File: src/rtl/clk_period_monitor.sv
// ---------------------------------------------------------------------------
// ClkPeriodMonitor (module clk_period_monitor)
//
// Purpose:
//   Receiving end of a clock/pulse generator. Measures the period of an
//   asynchronous periodic input (SigIn) in units of Clk cycles, compares each
//   measured period against an expected value with a tolerance, counts the
//   out-of-tolerance periods, reports a lock after a run of good periods and
//   flags an input that has stopped toggling.
//
// Parameters:
//   CNT_W        width of the period counter and of Period
//   EXPECT       expected period in Clk cycles (must be < 2**CNT_W-1)
//   TOL          allowed |Period-EXPECT| in Clk cycles
//   SYNC_STAGES  synchroniser depth for SigIn (>= 2)
//   MIN_GOOD     consecutive good periods needed for Locked (1..15)
//
// Ports:
//   Clk          in   system clock, all logic on the rising edge
//   Reset        in   asynchronous active-high reset
//   Enable       in   1 = measure, 0 = disarm (results hold)
//   SigIn        in   asynchronous signal under test
//   Period       out  last measured period in Clk cycles
//   PeriodValid  out  one-cycle pulse whenever Period is updated
//   ErrPulse     out  one-cycle pulse with PeriodValid for a bad period
//   ErrCount     out  number of bad periods, saturating at 255
//   Locked       out  MIN_GOOD consecutive good periods seen
//   Stuck        out  no SigIn edge for 2**CNT_W-1 cycles
//   HighTime     out  (only with MON_DUTY_EN) synced-high cycles within
//                     the last reported period, latched with Period
//
// Configuration:
//   MON_DUTY_EN  when defined, adds the HighTime output and its counter.
// ---------------------------------------------------------------------------
module clk_period_monitor #(
    parameter int CNT_W       = 16,
    parameter int EXPECT      = 8,
    parameter int TOL         = 1,
    parameter int SYNC_STAGES = 2,
    parameter int MIN_GOOD    = 4
) (
    input  logic             Clk,
    input  logic             Reset,
    input  logic             Enable,
    input  logic             SigIn,
    output logic [CNT_W-1:0] Period,
    output logic             PeriodValid,
    output logic             ErrPulse,
    output logic [7:0]       ErrCount,
    output logic             Locked,
    output logic             Stuck
`ifdef MON_DUTY_EN
    ,
    output logic [CNT_W-1:0] HighTime
`endif
);

    // Counter saturation value doubles as the stuck-input timeout.
    localparam logic [CNT_W-1:0] CNT_MAX    = '1;
    localparam logic [CNT_W-1:0] EXPECT_C   = CNT_W'(EXPECT);
    localparam logic [CNT_W-1:0] TOL_C      = CNT_W'(TOL);
    localparam logic [3:0]       MIN_GOOD_C = 4'(MIN_GOOD);
    localparam logic [7:0]       ERR_MAX    = 8'hFF;

    typedef enum logic {
        ARM,
        COUNT
    } stateType;

    stateType             state;
    logic [CNT_W-1:0]     cnt;
    logic [3:0]           run;
    logic [SYNC_STAGES-1:0] syncReg;
    logic                 syncD;
    logic                 sigSync;
    logic                 edgeDet;
    logic [CNT_W-1:0]     periodDiff;
    logic                 periodGood;
    logic [3:0]           runInc;
    logic                 armEdge;
    logic                 reportEdge;
    logic                 timeoutNow;

    // SigIn is asynchronous, so it first crosses a plain flop chain. One
    // extra flop behind the chain gives the previous synced value so that a
    // rising edge can be detected without looking at the raw input.
    always_ff @(posedge Clk or posedge Reset) begin
        if (Reset) begin
            syncReg <= '0;
            syncD   <= 1'b0;
        end else begin
            syncReg <= {syncReg[SYNC_STAGES-2:0], SigIn};
            syncD   <= syncReg[SYNC_STAGES-1];
        end
    end

    // Edge detect plus the three events the FSM reacts to. Enable gates all
    // of them, so a disarmed monitor ignores an edge arriving in the same
    // cycle. The timeout only fires when no edge is present, so an edge
    // landing exactly on the last count still reports a period.
    always_comb begin
        sigSync    = syncReg[SYNC_STAGES-1];
        edgeDet    = sigSync & ~syncD;
        armEdge    = Enable && (state == ARM) && edgeDet;
        reportEdge = Enable && (state == COUNT) && edgeDet;
        timeoutNow = Enable && (state == COUNT) && !edgeDet && (cnt == CNT_MAX);
    end

    // Tolerance check on the value about to be reported. The distance is
    // taken as larger-minus-smaller so that nothing wraps around, and the
    // run length saturates at MIN_GOOD so Locked stays set on a long run.
    always_comb begin
        if (cnt >= EXPECT_C) begin
            periodDiff = cnt - EXPECT_C;
        end else begin
            periodDiff = EXPECT_C - cnt;
        end
        periodGood = (periodDiff <= TOL_C);
        if (run >= MIN_GOOD_C) begin
            runInc = MIN_GOOD_C;
        end else begin
            runInc = run + 4'd1;
        end
    end

    // Main measurement FSM with all status outputs registered. ARM waits for
    // a first edge so that a partial period is never reported; COUNT counts
    // cycles since the last edge. The counter restarts at 1 on every edge so
    // that an N-cycle input reports exactly N. Pulse outputs default low
    // every cycle, which keeps them one cycle wide.
    always_ff @(posedge Clk or posedge Reset) begin
        if (Reset) begin
            state       <= ARM;
            cnt         <= '0;
            run         <= '0;
            Period      <= '0;
            PeriodValid <= 1'b0;
            ErrPulse    <= 1'b0;
            ErrCount    <= '0;
            Locked      <= 1'b0;
            Stuck       <= 1'b0;
        end else begin
            PeriodValid <= 1'b0;
            ErrPulse    <= 1'b0;
            if (!Enable) begin
                state  <= ARM;
                cnt    <= '0;
                run    <= '0;
                Locked <= 1'b0;
            end else begin
                case (state)
                    ARM: begin
                        if (armEdge) begin
                            state <= COUNT;
                            cnt   <= CNT_W'(1);
                            Stuck <= 1'b0;
                        end
                    end
                    COUNT: begin
                        if (reportEdge) begin
                            Period      <= cnt;
                            PeriodValid <= 1'b1;
                            cnt         <= CNT_W'(1);
                            if (periodGood) begin
                                run <= runInc;
                                if (runInc == MIN_GOOD_C) begin
                                    Locked <= 1'b1;
                                end
                            end else begin
                                ErrPulse <= 1'b1;
                                run      <= '0;
                                Locked   <= 1'b0;
                                if (ErrCount != ERR_MAX) begin
                                    ErrCount <= ErrCount + 8'd1;
                                end
                            end
                        end else if (timeoutNow) begin
                            // Input has gone quiet: drop back to ARM so the
                            // next edge only re-arms, and keep Period as is.
                            state  <= ARM;
                            cnt    <= '0;
                            run    <= '0;
                            Locked <= 1'b0;
                            Stuck  <= 1'b1;
                        end else begin
                            cnt <= cnt + CNT_W'(1);
                        end
                    end
                    default: begin
                        state <= ARM;
                    end
                endcase
            end
        end
    end

`ifdef MON_DUTY_EN
    logic [CNT_W-1:0] highCnt;

    // Duty measurement: counts synced-high cycles in the period being timed
    // and latches the count next to Period. It restarts at 1 on each edge
    // because the synced input is high in the edge cycle itself, which keeps
    // it aligned with the period counter. Disarm and timeout clear the
    // running count but leave the last reported HighTime in place.
    always_ff @(posedge Clk or posedge Reset) begin
        if (Reset) begin
            highCnt  <= '0;
            HighTime <= '0;
        end else if (!Enable) begin
            highCnt <= '0;
        end else if (armEdge || reportEdge) begin
            highCnt <= CNT_W'(1);
            if (reportEdge) begin
                HighTime <= highCnt;
            end
        end else if (timeoutNow) begin
            highCnt <= '0;
        end else if ((state == COUNT) && sigSync && (highCnt != CNT_MAX)) begin
            highCnt <= highCnt + CNT_W'(1);
        end
    end
`endif

endmodule

File: config.mk
export PLATFORM = sky130hd
export DESIGN_NAME = clk_period_monitor
export DESIGN_NICKNAME = d
export VERILOG_FILES = /design/src/rtl/clk_period_monitor.sv
export SDC_FILE = /design/constraint.sdc
export NUM_CORES = 1
export LEC_CHECK = 0
export ABC_AREA = 1
export BUFFER_PORTS_ARGS = -buffer_cell sky130_fd_sc_hd__buf_4
export CORE_MARGIN = 10
export CORE_UTILIZATION = 53
export CTS_CLUSTER_SIZE = 10
export DETAILED_ROUTE_END_ITERATION = 8
export GPL_ROUTABILITY_DRIVEN = 0
export PLACE_DENSITY_LB_ADDON = 0.1
export SLEW_MARGIN = 20
export SYNTH_ARGS = -nofsm -noshare
export SYNTH_HDL_FRONTEND = slang
export SYNTH_SLANG_ARGS = --single-unit
File: constraint.sdc
create_clock -name Clk -period 2.3 [get_ports Clk]
set_clock_uncertainty 0.2 [all_clocks]
set_input_delay 0.69 -clock Clk [delete_from_list [all_inputs] [get_ports Clk]]
set_output_delay 0.69 -clock Clk [all_outputs]
set_load 0.01 [all_outputs]
==> Word-level counts from Yosys, hierarchy flattened <==
Index checks and enable logic that the tools add are counted.
{ "op_classes": {"add_sub_neg": 5, "magnitude_cmp": 3, "n_eq_ne": 10, "n_mux": 34, "bitwise": 4, "n_reduce_logical": 12} }
{ "op_table": {"columns": ["op", "n"], "rows": [
  ["16-bit 2-to-1 mux", 5],
  ["16-bit one-hot mux with 2 select lines", 1],
  ["4-bit 2-to-1 mux", 6],
  ["1-bit 2-to-1 mux", 20],
  ["16-bit by 1-bit adder with 16-bit output, second input constant", 1],
  ["16-bit == test, second input constant", 1],
  ["16-bit by 4-bit greater-or-equal comparator with 1-bit output, second input constant", 1],
  ["16-bit by 1-bit <= comparator with 1-bit output, second input constant", 1],
  ["16-bit by 4-bit subtractor with 16-bit output, second input constant", 1],
  ["4-bit by 16-bit subtractor with 16-bit output, first input constant", 1],
  ["8-bit by 1-bit adder with 8-bit output, second input constant", 1],
  ["8-bit != test, second input constant", 1],
  ["1-bit logical AND", 6],
  ["3-bit AND reduction", 2],
  ["5-bit AND reduction", 1],
  ["4-bit by 1-bit adder with 4-bit output, second input constant", 1],
  ["4-bit by 3-bit == test with 1-bit output, second input constant", 1],
  ["4-bit by 3-bit greater-or-equal comparator with 1-bit output, second input constant", 1],
  ["2-bit by 1-bit != test with 1-bit output, second input constant", 2],
  ["2-bit != test, second input constant", 2],
  ["4-bit by 3-bit != test with 1-bit output, second input constant", 1],
  ["1-bit one-hot mux with 2 select lines", 2],
  ["4-bit AND reduction", 1],
  ["3-bit by 1-bit != test with 1-bit output, second input constant", 1],
  ["5 further kinds", 7]
]} }
{ "totals": {"regBits": 52} }

==> Longest topological paths before layout <==
Gate-level depths: netlist (run 1).
{ "logic_depth": {"ltp_word": 9, "ltp_mapped": 16, "depth_no_buf": 16} }

==> Worst setup path after synthesis (run 1) <==
No wires, ideal clock.
{ "synth_timing": {"path_type": "register -> register", "start": "register cnt[3]", "end": "register ErrCount[4]", "arrival_time_ps": 1895, "required_ps": 2034, "slack_ps": 138, "stages_incl_launch_ff": 14, "n_path_buf": 0, "period_less_slack_ps": 2162, "cell_sequence": "dfrtp_1 > inv_2 > ha_1 > nand2_1 > inv_1 > nor2_1 > o21ai_1 > a21oi_1 > nand2_1 > nor2_1 > nand3_1 > nand3_2 > nand2_1 > nand2_1"} }
{ "synth_via": {"elab_chain_cells": 5, "word_cells_on_any_way": 7, "cone_classes": "add/sub (2); order compare (2); mux (1); bitwise (1); reduce/logical (1)"} }
{ "synth_lines": {"columns": ["item", "line", "text"], "rows": [
  ["start: declaration", "71", "logic [CNT_W-1:0] cnt;"],
  ["start signal: assignment", "186", "cnt <= cnt + CNT_W'(1);"],
  ["4-bit by 16-bit subtractor with 16-bit output, or another cell as far along", "116", "periodDiff = EXPECT_C - cnt;"],
  ["16-bit 2-to-1 mux *", "113", "if (cnt >= EXPECT_C) begin"],
  ["16-bit by 1-bit <= comparator with 1-bit output *", "118", "periodGood = (periodDiff <= TOL_C);"],
  ["1-bit NOT (no source line) *", null, null],
  ["5-bit AND reduction (no source line) *", null, null],
  ["end signal: assignment", "174", "ErrCount <= ErrCount + 8'd1;"],
  ["end: declaration", "49", "output logic [7:0] ErrCount,"]
]} }
Every way passes the cells marked *; elsewhere a longest branch is shown, timed or not.
A chain may end at the register's enable or synchronous reset.

==> Worst setup path in the final report (run 1) <==
{ "layout_timing": {"start": "register cnt[3]", "end": "register ErrCount[2]"} }
Same word-level chain as after synthesis.

==> results of run 1 <==
final timing paths:
| path | startpoint | end | slack [ns] |
|---|---|---|---|
| min reg2reg | syncReg[0] | syncReg[1] | 0.17 |
| max | cnt[3] | ErrCount[2] | 0.1 |
| min | syncReg[0] | syncReg[1] | 0.17 |
| min in group asynchronous | Reset | syncD | 0.21 |
| max reg2reg | cnt[3] | ErrCount[2] | 0.1 |
| max in group asynchronous | Reset | cnt[3] | 1.41 |
routing by layer:
layer	vias to the layer above	part of all wire [%]	global-route usage [%]
met4	0	2.7	6.04
li1	1476	-	-
met1	1403	44	20.2
met3	23	5.2	2.77
met2	84	48	26.1
met5	-	0	0
state kept, by name, summed over array words and instances, names as in the netlist:
register,cells
state,1
cnt,16
Locked,1
ErrCount,8
PeriodValid,1
run,4
syncD,1
ErrPulse,1
Period,16
Stuck,1
syncReg,2
worst max-delay path, delay by kind of cell, from the launching register on:
| family | cells | cell delay [ns] |
|---|---|---|
| compound gates | 2 | 0.27 |
| simple gates | 8 | 0.87 |
| buf+inv | 2 | 0.14 |
| flops | 1 | 0.48 |
| fa+ha+maj | 1 | 0.20 |
Yosys cell counts:
| cell type | n | area [um2] |
|---|---|---|
| sky130_fd_sc_hd__nand2_1 | 117 | 439 |
| sky130_fd_sc_hd__dfrtp_1 | 52 | 1300 |
| sky130_fd_sc_hd__nor2_1 | 43 | 161 |
| sky130_fd_sc_hd__inv_1 | 40 | 150 |
| sky130_fd_sc_hd__nand3_1 | 30 | 150 |
| sky130_fd_sc_hd__o21ai_0 | 20 | 100 |
| sky130_fd_sc_hd__xor2_1 | 16 | 140 |
| sky130_fd_sc_hd__o22ai_1 | 15 | 93.8 |
| sky130_fd_sc_hd__ha_1 | 8 | 100 |
| sky130_fd_sc_hd__a21oi_1 | 7 | 35.0 |
| sky130_fd_sc_hd__nand4_1 | 6 | 37.5 |
| sky130_fd_sc_hd__o21ai_1 | 6 | 30.0 |
| sky130_fd_sc_hd__xnor2_1 | 6 | 52.6 |
| sky130_fd_sc_hd__nand2_2 | 5 | 31.3 |
| sky130_fd_sc_hd__nor2_2 | 5 | 31.3 |
| sky130_fd_sc_hd__nor2_4 | 5 | 56.3 |
| sky130_fd_sc_hd__buf_6 | 4 | 45.0 |
| sky130_fd_sc_hd__clkbuf_1 | 4 | 15.0 |
| sky130_fd_sc_hd__buf_2 | 3 | 15.0 |
| sky130_fd_sc_hd__nor3_1 | 3 | 15.0 |
| sky130_fd_sc_hd__a21boi_1 | 2 | 15.0 |
| sky130_fd_sc_hd__buf_4 | 2 | 15.0 |
| sky130_fd_sc_hd__nand3b_1 | 2 | 15.0 |
| sky130_fd_sc_hd__o21ai_2 | 2 | 17.5 |
| sky130_fd_sc_hd__or2_2 | 2 | 12.5 |
| sky130_fd_sc_hd__a2bb2oi_1 | 1 | 8.76 |
| sky130_fd_sc_hd__a31oi_1 | 1 | 6.26 |
| sky130_fd_sc_hd__a31oi_2 | 1 | 12.5 |
| sky130_fd_sc_hd__buf_8 | 1 | 15.0 |
| sky130_fd_sc_hd__clkinv_1 | 1 | 3.75 |
| sky130_fd_sc_hd__clkinv_2 | 1 | 5.00 |
| sky130_fd_sc_hd__inv_2 | 1 | 3.75 |
| sky130_fd_sc_hd__nand3_2 | 1 | 10.0 |
| sky130_fd_sc_hd__nand3b_2 | 1 | 11.3 |
| sky130_fd_sc_hd__nor3_2 | 1 | 10.0 |
| sky130_fd_sc_hd__nor4_1 | 1 | 6.26 |
| sky130_fd_sc_hd__o311ai_0 | 1 | 8.76 |
| sky130_fd_sc_hd__o32ai_1 | 1 | 8.76 |
power breakdown:
group / internal (uW) / total [uW] / switching (uW)
combinational: 101 / 242 / 141
clock: 356 / 670 / 314
sequential: 944 / 978 / 33.8
timing repair:
| action | CTS | global route |
|---|---|---|
| setup endpoints to repair | 8 | 30 |
| setup buffers | 0 | 6 |
| pin swaps | 1 | 18 |
| gates resized for setup | 4 | 63 |
| cloned | 0 | 1 |
area by class of cell:
class	count	area, um2	area share, %
Multi-Input combinational cell	310	1860	45.5
Sequential cell	52	1310	32.0
Timing Repair Buffer	68	536	13.1
Inverter	43	169	4.13
Tap cell	75	93.8	2.30
Clock buffer	6	82.6	2.02
Clock inverter	2	38.8	0.949
per-stage QoR:
stage / TNS, ns / utilization (%)
after floorplan: 0 / -
after global placement: 0 / 62.3
after detailed placement: -0.0942 / 62.3
after CTS: 0 / 64.5
after global routing: -0.685 / 69.5
final: 0 / 69.5
kinds of logic after synthesis:
kind of cell,Yosys count,share of synthesized area (%)
simple gates,222,31.0
compound gates,57,10.6
buf+inv,57,8.40
flops,52,40.8
xor+xnor,22,6.05
fa+ha+maj,8,3.14
==> metrics.txt, run 1 <==
# TYPE chip_impl_metric gauge
chip_impl_info{name="setup.worst_path.class",value="register to register"} 1
chip_impl_metric{name="drv_cap",unit=""} 0
chip_impl_metric{name="grt_pass1_vias",unit=""} 2900
chip_impl_metric{name="initial_utilization",unit="%"} 54.1
chip_impl_info{name="crit_path_frequent_cell",value="sky130_fd_sc_hd__nand2_1"} 1
chip_impl_metric{name="stdcell_area",unit="um2"} 4090
chip_impl_metric{name="finalWorstPathRequiredPeriod",unit="ns"} 2.20
chip_impl_metric{name="cp_data_arrival_time",unit="ns"} 2.25
chip_impl_metric{name="core",unit="um2"} 5890
chip_impl_metric{name="worst_path_required_time",unit="ns"} 2.35
chip_impl_metric{name="globalRouteTotalUtil",unit="%"} 15.9
chip_impl_metric{name="die_h",unit="um"} 97.5
chip_impl_metric{name="report.final.hold_viol_count",unit=""} 0
chip_impl_metric{name="post_layout_nonfiller_instances",unit=""} 556
chip_impl_metric{name="p_per_area",unit="nW/um2"} 462
chip_impl_metric{name="detailedRoute.firstIterationViolations",unit=""} 136
chip_impl_info{name="critical_path.endpoint_type",value="register"} 1
chip_impl_info{name="tritoncts",value="yes"} 1
chip_impl_metric{name="nNetsFinal",unit=""} 492
chip_impl_metric{name="detailedPlace.worstSlack",unit="ns"} -0.0325
chip_impl_metric{name="netlist-cell-type-count",unit=""} 38
chip_impl_metric{name="worst_tran_pin_value",unit="ns"} 0.367
chip_impl_metric{name="power.total",unit="uW"} 1890
chip_impl_metric{name="worst_hold_slack",unit="ns"} 0.174
chip_impl_metric{name="grt_overflow",unit=""} 0
chip_impl_metric{name="clock_path_buffers",unit=""} 2
chip_impl_metric{name="nFillCells",unit=""} 481
chip_impl_metric{name="vias_after_detailed_routing",unit=""} 2986
chip_impl_metric{name="cp_slowest_stage_delay",unit="ns"} 0.48
chip_impl_metric{name="whs_path_depth",unit=""} 0
chip_impl_info{name="root_buffer",value="sky130_fd_sc_hd__clkbuf_8"} 1
chip_impl_info{name="cpMaxStageDelayCell",value="sky130_fd_sc_hd__dfrtp_2"} 1
chip_impl_metric{name="clock_sinks",unit=""} 52
chip_impl_metric{name="antenna_found_initial",unit=""} 0
chip_impl_metric{name="first_pass_iters",unit=""} 5
chip_impl_metric{name="clk-insertion-delay-late",unit="ns"} 0.31
chip_impl_metric{name="global_route_wire_length_before_repair",unit="um"} 13100
chip_impl_metric{name="chipWidth",unit="um"} 97.5
chip_impl_metric{name="irDropWorstVdd",unit="V"} 0.000387
chip_impl_info{name="most-common-layout-cells",value="sky130_fd_sc_hd__nand2_1 (109), sky130_fd_sc_hd__buf_4 (66), sky130_fd_sc_hd__dfrtp_1 (47)"} 1
chip_impl_metric{name="timing.fmax",unit="GHz"} 0.454
chip_impl_metric{name="power.static_leakage",unit="uW"} 0.00207
chip_impl_metric{name="vias_per_cell",unit=""} 5.37
chip_impl_info{name="crit_chain",value="inv_4 > ha_2 > nand2_1 > inv_2 > nor2_1 > o21ai_2 > a21oi_4 > nand2_4 > nor2_4 > nand3_2 > nand3_4 > nand2_1 > nand2_1"} 1
chip_impl_metric{name="relative_slew_slack",unit="%"} 75.3
chip_impl_metric{name="synthesis.instances",unit=""} 418
chip_impl_info{name="layout_commonest_cell",value="sky130_fd_sc_hd__nand2_1"} 1
chip_impl_metric{name="antenna_left",unit=""} 0
chip_impl_metric{name="seq_area_frac_synth",unit="%"} 40.8
chip_impl_metric{name="critical_path.max_fanout",unit=""} 8
chip_impl_metric{name="antenna-diode-count",unit=""} 0
chip_impl_metric{name="detail_route.wl_per_cell",unit="um"} 14.2
chip_impl_info{name="status",value="finished clean"} 1
chip_impl_metric{name="die_area",unit="um2"} 9510
chip_impl_metric{name="synth_area_per_cell",unit="um2"} 7.62
chip_impl_metric{name="ctsHtreeMaxLevel",unit=""} 2
chip_impl_metric{name="ff2ff_path_depth",unit=""} 13
chip_impl_metric{name="buffer_ports.inserted",unit=""} 31
chip_impl_metric{name="cts-buffers-inserted",unit=""} 5
chip_impl_metric{name="syn_nets",unit=""} 430
chip_impl_metric{name="finalSetupViolations",unit=""} 0
chip_impl_metric{name="routed_wirelength",unit="um"} 7920
chip_impl_metric{name="drc",unit=""} 0
chip_impl_metric{name="syn-cell-area",unit="um2"} 3190
chip_impl_metric{name="std_cell_rows",unit=""} 28
chip_impl_metric{name="design.portCount",unit=""} 32
chip_impl_metric{name="post-place-cells",unit=""} 541
chip_impl_metric{name="yosys_register_bits",unit=""} 52
chip_impl_info{name="critical_path.startpoint_type",value="register"} 1
chip_impl_metric{name="area.growth.synth_to_final",unit="%"} 28.3
chip_impl_metric{name="path_clk_slew",unit="ns"} 0.10
chip_impl_metric{name="setup_slack",unit="ns"} 0.0989
chip_impl_metric{name="placed_area",unit="um2"} 3660
chip_impl_metric{name="post_route_cells_drive_above_1_share",unit="%"} 31.4
chip_impl_metric{name="cts_hold_buffers",unit=""} 0
chip_impl_metric{name="timing.final.crit_share",unit="%"} 95.7
chip_impl_info{name="path_class_of_the_lowest_slack_min_delay_path",value="register to register"} 1
chip_impl_metric{name="dp_hpwl",unit="um"} 5750
chip_impl_metric{name="finalMaxSlewViolations",unit=""} 0
chip_impl_metric{name="synth-warning-count",unit=""} 0
chip_impl_metric{name="pin_count_of_the_biggest_net_entering_global_routing",unit=""} 53
Power figures use the tool's default switching activity.
==> run 2: changes to the inputs <==
--- a/config.mk
+++ b/config.mk
@@ -7,8 +7,10 @@
 export LEC_CHECK = 0
 export ABC_AREA = 1
 export BUFFER_PORTS_ARGS = -buffer_cell sky130_fd_sc_hd__buf_4
+export CELL_PAD_IN_SITES_DETAIL_PLACEMENT = 0
+export CELL_PAD_IN_SITES_GLOBAL_PLACEMENT = 1
 export CORE_MARGIN = 10
-export CORE_UTILIZATION = 53
+export CORE_UTILIZATION = 39
 export CTS_CLUSTER_SIZE = 10
 export DETAILED_ROUTE_END_ITERATION = 8
 export GPL_ROUTABILITY_DRIVEN = 0
==> metrics.txt, run 2 (same netlist as run 1, synthesis figures left out) <==
# TYPE chip_impl_metric gauge
chip_impl_metric{name="dp_hpwl",unit="um"} 6330
chip_impl_metric{name="critical_path.max_fanout",unit=""} 8
chip_impl_info{name="crit_path_frequent_cell",value="sky130_fd_sc_hd__nand2_2"} 1
chip_impl_metric{name="reg2reg_setup_slack",unit="ns"} 0.06
chip_impl_metric{name="grt_overflow",unit=""} 0
chip_impl_metric{name="clock_sinks",unit=""} 52
chip_impl_metric{name="vias_after_detailed_routing",unit=""} 2961
chip_impl_metric{name="initial_utilization",unit="%"} 40.6
chip_impl_metric{name="std_cell_rows",unit=""} 32
chip_impl_info{name="status",value="finished clean"} 1
chip_impl_metric{name="routed_wirelength",unit="um"} 8620
chip_impl_metric{name="detailedRoute.firstIterationViolations",unit=""} 108
chip_impl_info{name="holdPathEnd",value="syncReg[1]"} 1
chip_impl_info{name="worstReg2RegStart",value="cnt[7]"} 1
chip_impl_metric{name="area.growth.synth_to_final",unit="%"} 32.7
chip_impl_metric{name="pin_count_of_the_biggest_net_entering_global_routing",unit=""} 53
chip_impl_metric{name="whs_path_depth",unit=""} 0
chip_impl_metric{name="drv_cap",unit=""} 0
chip_impl_metric{name="nNetsFinal",unit=""} 506
chip_impl_info{name="root_buffer",value="sky130_fd_sc_hd__clkbuf_8"} 1
chip_impl_metric{name="design.portCount",unit=""} 32
chip_impl_metric{name="clk-insertion-delay-late",unit="ns"} 0.31
chip_impl_info{name="setup.worst_path.class",value="register to register"} 1
chip_impl_metric{name="ff2ff_path_depth",unit=""} 15
chip_impl_metric{name="worst_hold_slack",unit="ns"} 0.173
chip_impl_metric{name="cp_slowest_stage_delay",unit="ns"} 0.42
chip_impl_metric{name="global_route_wire_length_before_repair",unit="um"} 14500
chip_impl_metric{name="post-place-cells",unit=""} 582
chip_impl_info{name="worstHoldStart",value="syncReg[0]"} 1
chip_impl_metric{name="report.final.hold_viol_count",unit=""} 0
chip_impl_metric{name="finalWorstPathRequiredPeriod",unit="ns"} 2.24
chip_impl_metric{name="core",unit="um2"} 7850
chip_impl_metric{name="irDropWorstVdd",unit="V"} 0.000316
chip_impl_info{name="layout_commonest_cell",value="sky130_fd_sc_hd__nand2_1"} 1
chip_impl_metric{name="post_route_cells_drive_above_1_share",unit="%"} 35.6
chip_impl_metric{name="relative_slew_slack",unit="%"} 77.7
chip_impl_metric{name="vias_per_cell",unit=""} 4.96
chip_impl_metric{name="cp_data_arrival_time",unit="ns"} 2.30
chip_impl_metric{name="timing.fmax",unit="GHz"} 0.447
chip_impl_metric{name="first_pass_iters",unit=""} 4
chip_impl_info{name="most-common-layout-cells",value="sky130_fd_sc_hd__nand2_1 (94), sky130_fd_sc_hd__buf_4 (76), sky130_fd_sc_hd__dfrtp_1 (50)"} 1
chip_impl_metric{name="finalMaxSlewViolations",unit=""} 0
chip_impl_metric{name="buffer_ports.inserted",unit=""} 31
chip_impl_metric{name="antenna_found_initial",unit=""} 0
chip_impl_info{name="crit_chain",value="buf_6 > nor2_4 > nand2_2 > nor2_4 > nand2_4 > buf_6 > o21ai_2 > nand2_1 > inv_2 > nand2_2 > nor2_4 > nand3_2 > nand3_4 > nand2_2 > nand2_2"} 1
chip_impl_metric{name="ctsHtreeMaxLevel",unit=""} 2
chip_impl_metric{name="worst_path_required_time",unit="ns"} 2.36
chip_impl_info{name="largest_registers",value="Period (16), cnt (16), ErrCount (8)"} 1
chip_impl_metric{name="antenna_left",unit=""} 0
chip_impl_metric{name="clock_path_buffers",unit=""} 2
chip_impl_metric{name="finalSetupViolations",unit=""} 0
chip_impl_info{name="path_class_of_the_lowest_slack_min_delay_path",value="register to register"} 1
chip_impl_metric{name="drc",unit=""} 0
chip_impl_metric{name="cts-buffers-inserted",unit=""} 5
chip_impl_info{name="regToRegEndpoint",value="ErrCount[2]"} 1
chip_impl_info{name="cpMaxStageDelayCell",value="sky130_fd_sc_hd__dfrtp_1"} 1
chip_impl_metric{name="grt_pass1_vias",unit=""} 2984
chip_impl_metric{name="die_area",unit="um2"} 12200
chip_impl_metric{name="globalRouteTotalUtil",unit="%"} 14.7
chip_impl_metric{name="timing.final.crit_share",unit="%"} 97.4
chip_impl_metric{name="p_per_area",unit="nW/um2"} 427
chip_impl_info{name="setup_repair_after_global_routing_missed_its_margin",value="yes"} 1
chip_impl_metric{name="power.static_leakage",unit="uW"} 0.00212
chip_impl_metric{name="cts_hold_buffers",unit=""} 0
chip_impl_info{name="critical_path.startpoint_type",value="register"} 1
chip_impl_metric{name="chipWidth",unit="um"} 110
chip_impl_metric{name="path_clk_slew",unit="ns"} 0.10
chip_impl_metric{name="tns",unit="ns"} 0
chip_impl_metric{name="worst_tran_pin_value",unit="ns"} 0.333
chip_impl_metric{name="nFillCells",unit=""} 795
chip_impl_info{name="critical_path.endpoint_type",value="register"} 1
chip_impl_metric{name="post_layout_nonfiller_instances",unit=""} 597
chip_impl_metric{name="die_h",unit="um"} 110
chip_impl_metric{name="antenna-diode-count",unit=""} 0
chip_impl_metric{name="detail_route.wl_per_cell",unit="um"} 14.4
chip_impl_info{name="tritoncts",value="yes"} 1
run 2: cell count changes in the layout (fill, tap and decap cells not counted), moves of 3 or more:
cell,delta
sky130_fd_sc_hd__buf_4,+10
sky130_fd_sc_hd__o21ai_1,-3
sky130_fd_sc_hd__ha_4,-3
sky130_fd_sc_hd__nor2_1,+4
sky130_fd_sc_hd__dfrtp_1,+3
sky130_fd_sc_hd__nor2_2,-5
sky130_fd_sc_hd__nand2_1,-15
sky130_fd_sc_hd__o21ai_2,+4
sky130_fd_sc_hd__nand2_2,+15
sky130_fd_sc_hd__dfrtp_2,-3
run 2: stage by stage:
step                      cell area (um2)  utilization, %  worst slack [ns]  total power [uW]
after CTS                            3930            50.0          0.000304              1800
final                                4230            53.9            0.0607              1810
after floorplan                      3190               -             0.138              1120
after detailed placement             3800            48.5            -0.114              1230
after global placement               3800            48.5           -0.0784              1230
after global routing                 4230            53.9           -0.0846              1900
run 2: cell type report:
cell class,instances,area (um2),share of cell area [%]
tap,102,128,3.02
timing repair buffer,82,673,15.9
inverter,43,169,4.00
clock inverter,2,15.0,0.355
clock buffer,6,82.6,1.95
sequential,52,1300,30.8
multi-input combinational,310,1860,43.9
run 2: per-layer routing:
metal | up-vias | GRT usage, % | share of wire [%]
met1 | 1411 | 19.3 | 46
met3 | 9 | 2.67 | 3.7
li1 | 1502 | - | -
met5 | - | 0 | 0
met2 | 39 | 24.2 | 49
met4 | 0 | 3.85 | 1.1
run 2: repair_timing:
item / in CTS / in global routing
hold endpoints to repair: 0 / 0
pin swaps: 3 / 15
setup endpoints to repair: 9 / 29
cloned: 0 / 2
setup buffers: 0 / 5
gates resized for setup: 7 / 73
run 2: how the worst max path moves through the flow:
stage	startpoint	endpoint	slack, ns	cells after the start
detailed placement	cnt[4]	ErrCount[0]	-0.11	12
global route	cnt[7]	ErrCount[0]	-0.08	15
finish	cnt[7]	ErrCount[2]	0.06	15
CTS	cnt[4]	ErrCount[0]	0.0003	12
global placement	cnt[4]	ErrCount[2]	-0.08	12
floorplan	cnt[3]	ErrCount[4]	0.14	13
run 2: critical path: cells and delay by family (launching register included):
kind	cells	cell delay, ns
AND/OR/NAND/NOR	11	1.09
AO/OA/AOI/OAI	1	0.11
buffers and inverters	3	0.36
flip-flops	1	0.42
run 2: power by group:
part	internal (uW)	switching, uW	leakage, uW
Combinational	109	152	0.00137
Clock	245	327	0.0000434
Sequential	944	31.1	0.000710
